File: config.mk
export PLATFORM = sky130hd
export DESIGN_NAME = ccd_timing_gen
export DESIGN_NICKNAME = d
export VERILOG_FILES = /design/src/rtl/ccd_timing_gen.sv
export SDC_FILE = /design/constraint.sdc
export NUM_CORES = 1
export LEC_CHECK = 0
export CAP_MARGIN = 10
export CORE_MARGIN = 2
export CORE_UTILIZATION = 30
export CTS_CLUSTER_DIAMETER = 150
export DETAILED_ROUTE_END_ITERATION = 10
export SLEW_MARGIN = 25
export SYNTH_ARGS = -nofsm -noshare
export SYNTH_HDL_FRONTEND = slang
export SYNTH_SLANG_ARGS = --single-unit
File: constraint.sdc
create_clock -name clk -period 9.8 [get_ports clk]
set_input_delay 1.47 -clock clk [delete_from_list [all_inputs] [get_ports clk]]
set_output_delay 1.47 -clock clk [all_outputs]
set_load 0.005 [all_outputs]
File: src/rtl/ccd_timing_gen.sv
`default_nettype none
// ============================================================================
// Module      : ccd_timing_gen
// Description : Linear-CCD frame timing generator (ICG gate + SH shutter pulses)
// Revision    : 1.0 - initial release
// ============================================================================
module ccd_timing_gen #(
    parameter int CNT_W = 16,
    parameter int LEAD  = 5,
    parameter int TAIL  = 10
) (
    input  logic             clk,
    input  logic             rst_n,
    input  logic             enable,
    input  logic [CNT_W-1:0] cfg_sh_high,
    input  logic [CNT_W-1:0] cfg_sh_period,
    input  logic [7:0]       cfg_sh_count,
    output logic             sh,
    output logic             icg,
    output logic             frame_start,
    output logic             busy
);

    typedef enum logic [2:0] {
        S_IDLE = 3'd0,
        S_LEAD = 3'd1,
        S_SHP  = 3'd2,
        S_TAIL = 3'd3,
        S_GAP  = 3'd4
    } state_t;

    localparam logic [CNT_W-1:0] C_ONE     = CNT_W'(1);
    localparam logic [CNT_W-1:0] C_LEAD_M1 = CNT_W'(LEAD - 1);
    localparam logic [CNT_W-1:0] C_TAIL_M1 = CNT_W'(TAIL - 1);
    localparam logic [CNT_W-1:0] C_TAIL_P1 = CNT_W'(TAIL + 1);
    localparam logic [CNT_W:0]   C_TAIL_P1_X = (CNT_W+1)'(TAIL + 1);

    state_t           r_state;
    logic [CNT_W-1:0] r_cnt;
    logic [7:0]       r_pcnt;
    logic             r_first;
    logic [CNT_W-1:0] r_h_m1;
    logic [CNT_W-1:0] r_gapf_m1;
    logic [CNT_W-1:0] r_gap_m1;

    logic [CNT_W-1:0] w_h;
    logic [CNT_W:0]   w_pmin;
    logic [CNT_W-1:0] w_p;
    logic [7:0]       w_n_m1;
    logic             w_frame_end;
    logic             w_start;

    // Gap lengths are derived modulo 2^CNT_W; the true results always fit,
    // so an overflowing minimum period still yields the right phase lengths.
    always_comb begin
        w_h    = (cfg_sh_high == '0) ? C_ONE : cfg_sh_high;
        w_pmin = {1'b0, w_h} + C_TAIL_P1_X;
        w_p    = ({1'b0, cfg_sh_period} < w_pmin) ? w_pmin[CNT_W-1:0] : cfg_sh_period;
        w_n_m1 = (cfg_sh_count == 8'd0) ? 8'd0 : cfg_sh_count - 8'd1;
    end

    assign w_frame_end = (r_state == S_GAP) && (r_cnt == '0) && (r_pcnt == 8'd0);
    assign w_start     = enable && ((r_state == S_IDLE) || w_frame_end);

    always_ff @(posedge clk) begin
        if (!rst_n) begin
            r_state     <= S_IDLE;
            r_cnt       <= '0;
            r_pcnt      <= 8'd0;
            r_first     <= 1'b0;
            r_h_m1      <= '0;
            r_gapf_m1   <= '0;
            r_gap_m1    <= '0;
            sh          <= 1'b0;
            icg         <= 1'b1;
            frame_start <= 1'b0;
            busy        <= 1'b0;
        end else begin
            frame_start <= 1'b0;
            if (w_start) begin
                r_state     <= S_LEAD;
                r_cnt       <= C_LEAD_M1;
                r_pcnt      <= w_n_m1;
                r_first     <= 1'b1;
                r_h_m1      <= w_h - C_ONE;
                r_gapf_m1   <= w_p - w_h - C_TAIL_P1;
                r_gap_m1    <= w_p - w_h - C_ONE;
                sh          <= 1'b0;
                icg         <= 1'b0;
                frame_start <= 1'b1;
                busy        <= 1'b1;
            end else begin
                case (r_state)
                    S_IDLE: begin
                        busy <= 1'b0;
                    end
                    S_LEAD: begin
                        if (r_cnt == '0) begin
                            r_state <= S_SHP;
                            r_cnt   <= r_h_m1;
                            sh      <= 1'b1;
                        end else begin
                            r_cnt <= r_cnt - C_ONE;
                        end
                    end
                    S_SHP: begin
                        if (r_cnt == '0) begin
                            sh <= 1'b0;
                            // Only the first pulse is followed by the ICG tail.
                            if (r_first) begin
                                r_state <= S_TAIL;
                                r_cnt   <= C_TAIL_M1;
                            end else begin
                                r_state <= S_GAP;
                                r_cnt   <= r_gap_m1;
                            end
                        end else begin
                            r_cnt <= r_cnt - C_ONE;
                        end
                    end
                    S_TAIL: begin
                        if (r_cnt == '0) begin
                            r_state <= S_GAP;
                            r_cnt   <= r_gapf_m1;
                            r_first <= 1'b0;
                            icg     <= 1'b1;
                        end else begin
                            r_cnt <= r_cnt - C_ONE;
                        end
                    end
                    S_GAP: begin
                        if (r_cnt == '0) begin
                            if (r_pcnt != 8'd0) begin
                                r_pcnt  <= r_pcnt - 8'd1;
                                r_state <= S_SHP;
                                r_cnt   <= r_h_m1;
                                sh      <= 1'b1;
                            end else begin
                                r_state <= S_IDLE;
                                busy    <= 1'b0;
                                icg     <= 1'b1;
                            end
                        end else begin
                            r_cnt <= r_cnt - C_ONE;
                        end
                    end
                    default: begin
                        r_state <= S_IDLE;
                        sh      <= 1'b0;
                        icg     <= 1'b1;
                        busy    <= 1'b0;
                    end
                endcase
            end
        end
    end

endmodule
`default_nettype wire

==> results of run 1 <==
kinds of logic after synthesis:
logic type	Yosys count	share of synthesized area
AOI/OAI and AO/OA	253	0.269
xor gates and xnor gates	60	0.0863
adders and majority gates	37	0.0773
buffers and inverters	79	0.0503
DFF	79	0.260
muxes	11	0.0185
and+or+nand+nor	288	0.239
flip-flops by register name, indices dropped and copies added (netlist names):
signal and flops:
icg 1, sh 1, r_h_m1 16, busy 1, r_first 1, r_cnt 16, r_pcnt 8, frame_start 1
r_state 3, r_gapf_m1 16, r_gap_m1 15
final timing paths:
| check | from | to | slack, ps | cells past startpoint |
|---|---|---|---|---|
| setup / recovery | cfg_sh_high[10] | r_gap_m1[15] | 730 | 27 |
| hold / removal | r_gapf_m1[3] | r_gapf_m1[3] | 450 | 2 |
| setup reg to reg | r_cnt[11] | r_gapf_m1[15] | 5980 | 8 |
| hold reg to reg | r_gapf_m1[3] | r_gapf_m1[3] | 450 | 2 |
per-layer routing:
metal,track usage,up-vias
li1,-,3016
met1,0.222,2679
met2,0.237,126
met3,0.0159,22
met4,0.0544,0
met5,0,-
cells in the final DEF, fill, tap and decap left out, types with 9 or more instances in the layout:
cell type	instances
mux2i_1	9
buf_4	11
nor3_1	33
xnor2_1	48
nor4_1	10
nand2_1	62
nand3_1	20
a21oi_1	81
ha_1	36
nand2b_1	12
clkbuf_16	9
dfxtp_1	79
nor2_1	88
o21ai_0	62
a211oi_1	27
inv_1	36
clkdlybuf4s50_1	46
xor2_1	12
metrics by stage:
step,utilization,instances,instance area [sq um],hold slack [ps]
3_5_place_dp,0.339,1092,6820,441
4_1_cts,0.355,1107,7130,448
6_report,0.355,1107,7130,446
5_1_grt,0.355,1107,7130,470
2_1_floorplan,-,807,6090,425
3_3_place_gp,0.339,1092,6820,436
power groups by stage:
stage,sequential [mW],combinational [mW],clock (mW)
2_1_floorplan,0.494,0.865,0
3_3_place_gp,0.529,1.11,0
3_5_place_dp,0.530,1.11,0
4_1_cts,0.525,1.12,0.362
5_1_grt,0.541,1.26,0.377
6_report,0.526,1.13,0.353
final cells by class:
cell class | count | area share
inverters | 37 | 0.0195
clock buffers | 9 | 0.0316
flip-flops and latches | 79 | 0.222
well taps | 270 | 0.0474
multi-input cells | 649 | 0.591
clock inverters | 6 | 0.0121
repair buffers | 57 | 0.0762
worst reg2reg max path, cell delays in order (launching register included):
cell	delay [ps]
dfxtp_1	330
or3_4	410
or4_4	440
or3_1	660
o21ai_4	320
and3_2	540
buf_4	540
nand2_1	280
o21ai_0	210
==> metrics, run 1 <==
Arr. time, crit path=~9300 ps; Final Routed Wirelength=about 17,000 um; Seq/Total Area, Yosys=0.260; Ports=between 40 and 50; pwr dens=between 200 and 300 nW/um^2; Detail Route Antenna Nets=0; sequential cell area=1580 sq um; Slew Viols, Final=0; CTS clk-pin slew, worst paths=60 ps; P_leak=2.59 nW; Nets=roughly 900; FFs w/ async S/R, synth=0; Max-slew headroom=0.374; TritonCTS clock tree=yes; Die Wd=146 um; met3 wire len=550 um; largest area contributor in the netlist=dfxtp_1; CP max stage cell=or4_1; Post-Route M1 WL=~8400 um; diode count=0; # resized after CTS=0; multi-input logic area=4220 sq um; cts hold-fix bufs=0; number of flops mapped to enable cells by yosys=0; total track usage=0.154; vias in the first global route=5,319; Setup crit end kind=flop; critical path's most frequent cell=ha_1; Total Neg Setup Slack=0 ps; synthesized instance count=807; I/O Buffers=46; delay-heaviest family, CP=compound AO/OA/AOI/OAI gates; Syn Nets=887; count of final hold-check violations=0; top cells by count, synth=88 x nor2_1, 81 x a21oi_1, 79 x dfxtp_1; Area growth syn-to-layout=17.1%; Primary FF master, synth=dfxtp_1; area of the core=20,100 sq um; pre-CTS setup slack=456 ps; CTS root buffer=clkbuf_16; Post-route DRC=0; GPL Wtd Cong=0.881; Switching Share=0.463; CP Max Fanout=7; Clock Skews=~8.2 ps; CTS Sinks=79; synth unique cells=70; Avg WL per Cell=15.0 um; Die H=146 um; critical path class=primary input to flop; DR vias=5,843; max layer used=met4; Worst setup SP type=primary input; total gr overflow=0; Post-DP HPWL=around 12,000 um; RSZ-0062 raised after global routing=false; Int Pwr=1.08 mW; Worst EP required=10,060 ps; Setup WS post-layout=730 ps; initial core utilization=0.303; worst hold path type=flop to flop; met2 WL=7370 um; clock tree buffer depth=2; Final Cycle Share=0.925; Total Die Area=21,500 sq um; worst slew pin tran=938 ps; latest clock arrival within the worst-skew pair=340 ps; Yosys Warn Count=0; WP buf/inv=1; VDD IR-drop max=0.000173 V; Inserted Clock Buffers=9; Worst path max stage delay=a little over 700 ps; most frequent cell after synthesis=nor2_1; outcome=complete, no violations; minimum clock period=9070 ps; antenna violations before repair=0; Yosys reg bits=79; max-cap violations=0; Comb power frac=0.562; synthesized area=6090 sq um; final setup fails=0; switching power=just over 0.9 mW; Fmax=110 MHz; total power=about 2.0 mW; CTS H-tree lvls=3; global-route wire length before repair=27,400 um; top post-synthesis cells by area=dfxtp_1 26%, ha_1 7.4%, xnor2_1 6.9%; # fillers=2,104; share of cells above drive strength 1=0.0597; Avg Cell Area, Syn=between 7 and 8 sq um; Row Count=52; Synth top area share=0.260; DR pass1 iterations=5; DRT iter0 DRCs=412; share of power burned in registers=0.262; clock network fraction of total power=0.176; largest net degree at the start of global routing=55; Setup Fix Bufs, Post-CTS=0; Vias/cell=5.28
Note: power is estimated with default switching activity, not from simulation.
==> inputs of run 2 (changes only) <==
ABC_CLOCK_PERIOD_IN_PS = 9800   (was not set)
==> results of run 2 <==
Final layout, timing and power as in run 1 (identical DEF).
==> inputs of run 3 (changes only) <==
CORE_ASPECT_RATIO = 1.4   (was not set)
==> run 3 against run 2 <==
Net effect:
- maximum frequency grew 0.63%
- first-iteration DRC count fell by 31%
- combinational power barely moved
- count of clock-buffer cells in the layout rose by 1
- sequential power decreased by 3%
- worst setup slack better by 57 ps
==> metrics, run 3 (synthesis results as in run 1) <==
# resized after CTS=0; met3 wire len=roughly 290 um; Post-Route M1 WL=7300 um; CP Max Fanout=9; critical path's most frequent cell=ha_1; dpl cells=1,079; VDD IR-drop max=about 0.00012 V; Die H=173 um; Comb power frac=0.566; GPL Wtd Cong=0.867; # fillers=2,073; initial core utilization=0.306; TritonCTS clock tree=yes; Detail Route Antenna Nets=0; commonest non-fill, non-tap cell in the layout=nor2_1; Inserted Clock Buffers=9; multi-input logic area=4220 sq um; CTS H-tree lvls=3; CTS clk-pin slew, worst paths=60 ps; Slew Viols, Final=0; CTS Sinks=79; Area growth syn-to-layout=17.5%; DR pass1 iterations=4; latest clock arrival within the worst-skew pair=approximately 350 ps; DRT iter0 DRCs=around 290; Nets=918; global-route wire length before repair=27,700 um; RSZ-0062 raised after global routing=false; met2 WL=roughly 8700 um; Int Pwr=roughly 1.1 mW; critical path class=primary input to flop; Final Cycle Share=0.920; Fmax=between 100 and 150 MHz; Finished Layout Cells=1,095; pwr dens=~280 nW/um^2; Post-DP HPWL=~13,000 um; Avg WL per Cell=about 15 um; Row Count=between 60 and 70; sequential cell area=1580 sq um; commonest non-fill, non-tap cells in the layout=88 x nor2_1, 81 x a21oi_1, 79 x dfxtp_1; minimum clock period=about 9000 ps; outcome=complete, no violations; CP max stage cell=or4_1; Vias/cell=approximately 5.3; Ports=47; Post-route DRC=0; cts hold-fix bufs=0; Setup crit end kind=flop; clock tree buffer depth=2; final setup fails=0; Setup WS post-layout=787 ps; Worst path max stage delay=640 ps; share of power burned in registers=0.253; Arr. time, crit path=9230 ps; max-cap violations=0; Regs by FF count=r_cnt: 16 flops, r_gapf_m1: 16 flops, r_h_m1: 16 flops; share of cells above drive strength 1=0.0652; Die Wd=124 um; worst hold path type=flop to flop; Final Routed Wirelength=17,000 um; worst slew pin tran=just under 900 ps; largest net degree at the start of global routing=77; diode count=0; antenna violations before repair=0; CTS root buffer=clkbuf_16; Setup Fix Bufs, Post-CTS=0; Worst setup SP type=primary input; clock network fraction of total power=0.181; total track usage=0.155; Max-slew headroom=0.400; vias in the first global route=5,551; DR vias=~5,800; total gr overflow=0; Worst EP required=10,020 ps; Clock Skews=approximately 9.7 ps; I/O Buffers=46; Switching Share=0.460; max layer used=met4; Total Neg Setup Slack=0 ps; area of the core=19,900 sq um; Total Die Area=21,500 sq um; pre-CTS setup slack=approximately 430 ps; P_leak=2.62 nW; count of final hold-check violations=0; switching power=0.927 mW
## run 3: final cells by class
class,count,area share
flip-flops and latches,79,0.221
multi-input cells,649,0.589
clock buffers,10,0.0320
inverters,37,0.0194
repair buffers,62,0.0811
well taps,252,0.0441
clock inverters,6,0.0129
## run 3: critical path: cells and delay by family
kind	cells	cell delay, ps
AOI/OAI and AO/OA	7	2110
xor gates and xnor gates	2	390
adders and majority gates	3	900
buffers and inverters	1	520
muxes	1	400
and+or+nand+nor	13	3410
## run 3: per-stage QoR
step,util,hold WS [ps],instance area [sq um],power [mW]
floorplan,-,425,6090,1.36
global placement,0.343,436,6830,1.65
detailed placement,0.343,447,6830,1.65
CTS,0.359,454,7150,2.02
global route,0.359,473,7150,2.19
finish,0.359,453,7150,2.02
## run 3: power groups by stage
stage,Combinational (mW),Sequential (mW),Clock [mW]
after floorplan,0.865,0.494,0
after CTS,1.14,0.508,0.369
after global routing,1.28,0.524,0.383
after detailed placement,1.14,0.514,0
after global placement,1.13,0.512,0
final,1.14,0.510,0.365
## run 3: worst paths after layout
check / start / end / slack [ps] / cells past startpoint
min: r_gapf_m1[7] / r_gapf_m1[7] / 450 / 2
min reg2reg: r_gapf_m1[7] / r_gapf_m1[7] / 450 / 2
max reg2reg: r_cnt[11] / r_pcnt[3] / 6180 / 9
max: cfg_sh_high[10] / r_gap_m1[13] / 790 / 27
## run 3: layer usage
layer	global-route usage	vias up
met1	0.179	2618
met2	0.283	102
li1	-	3032
met3	0.0145	34
met4	0.0754	0
met5	0	-
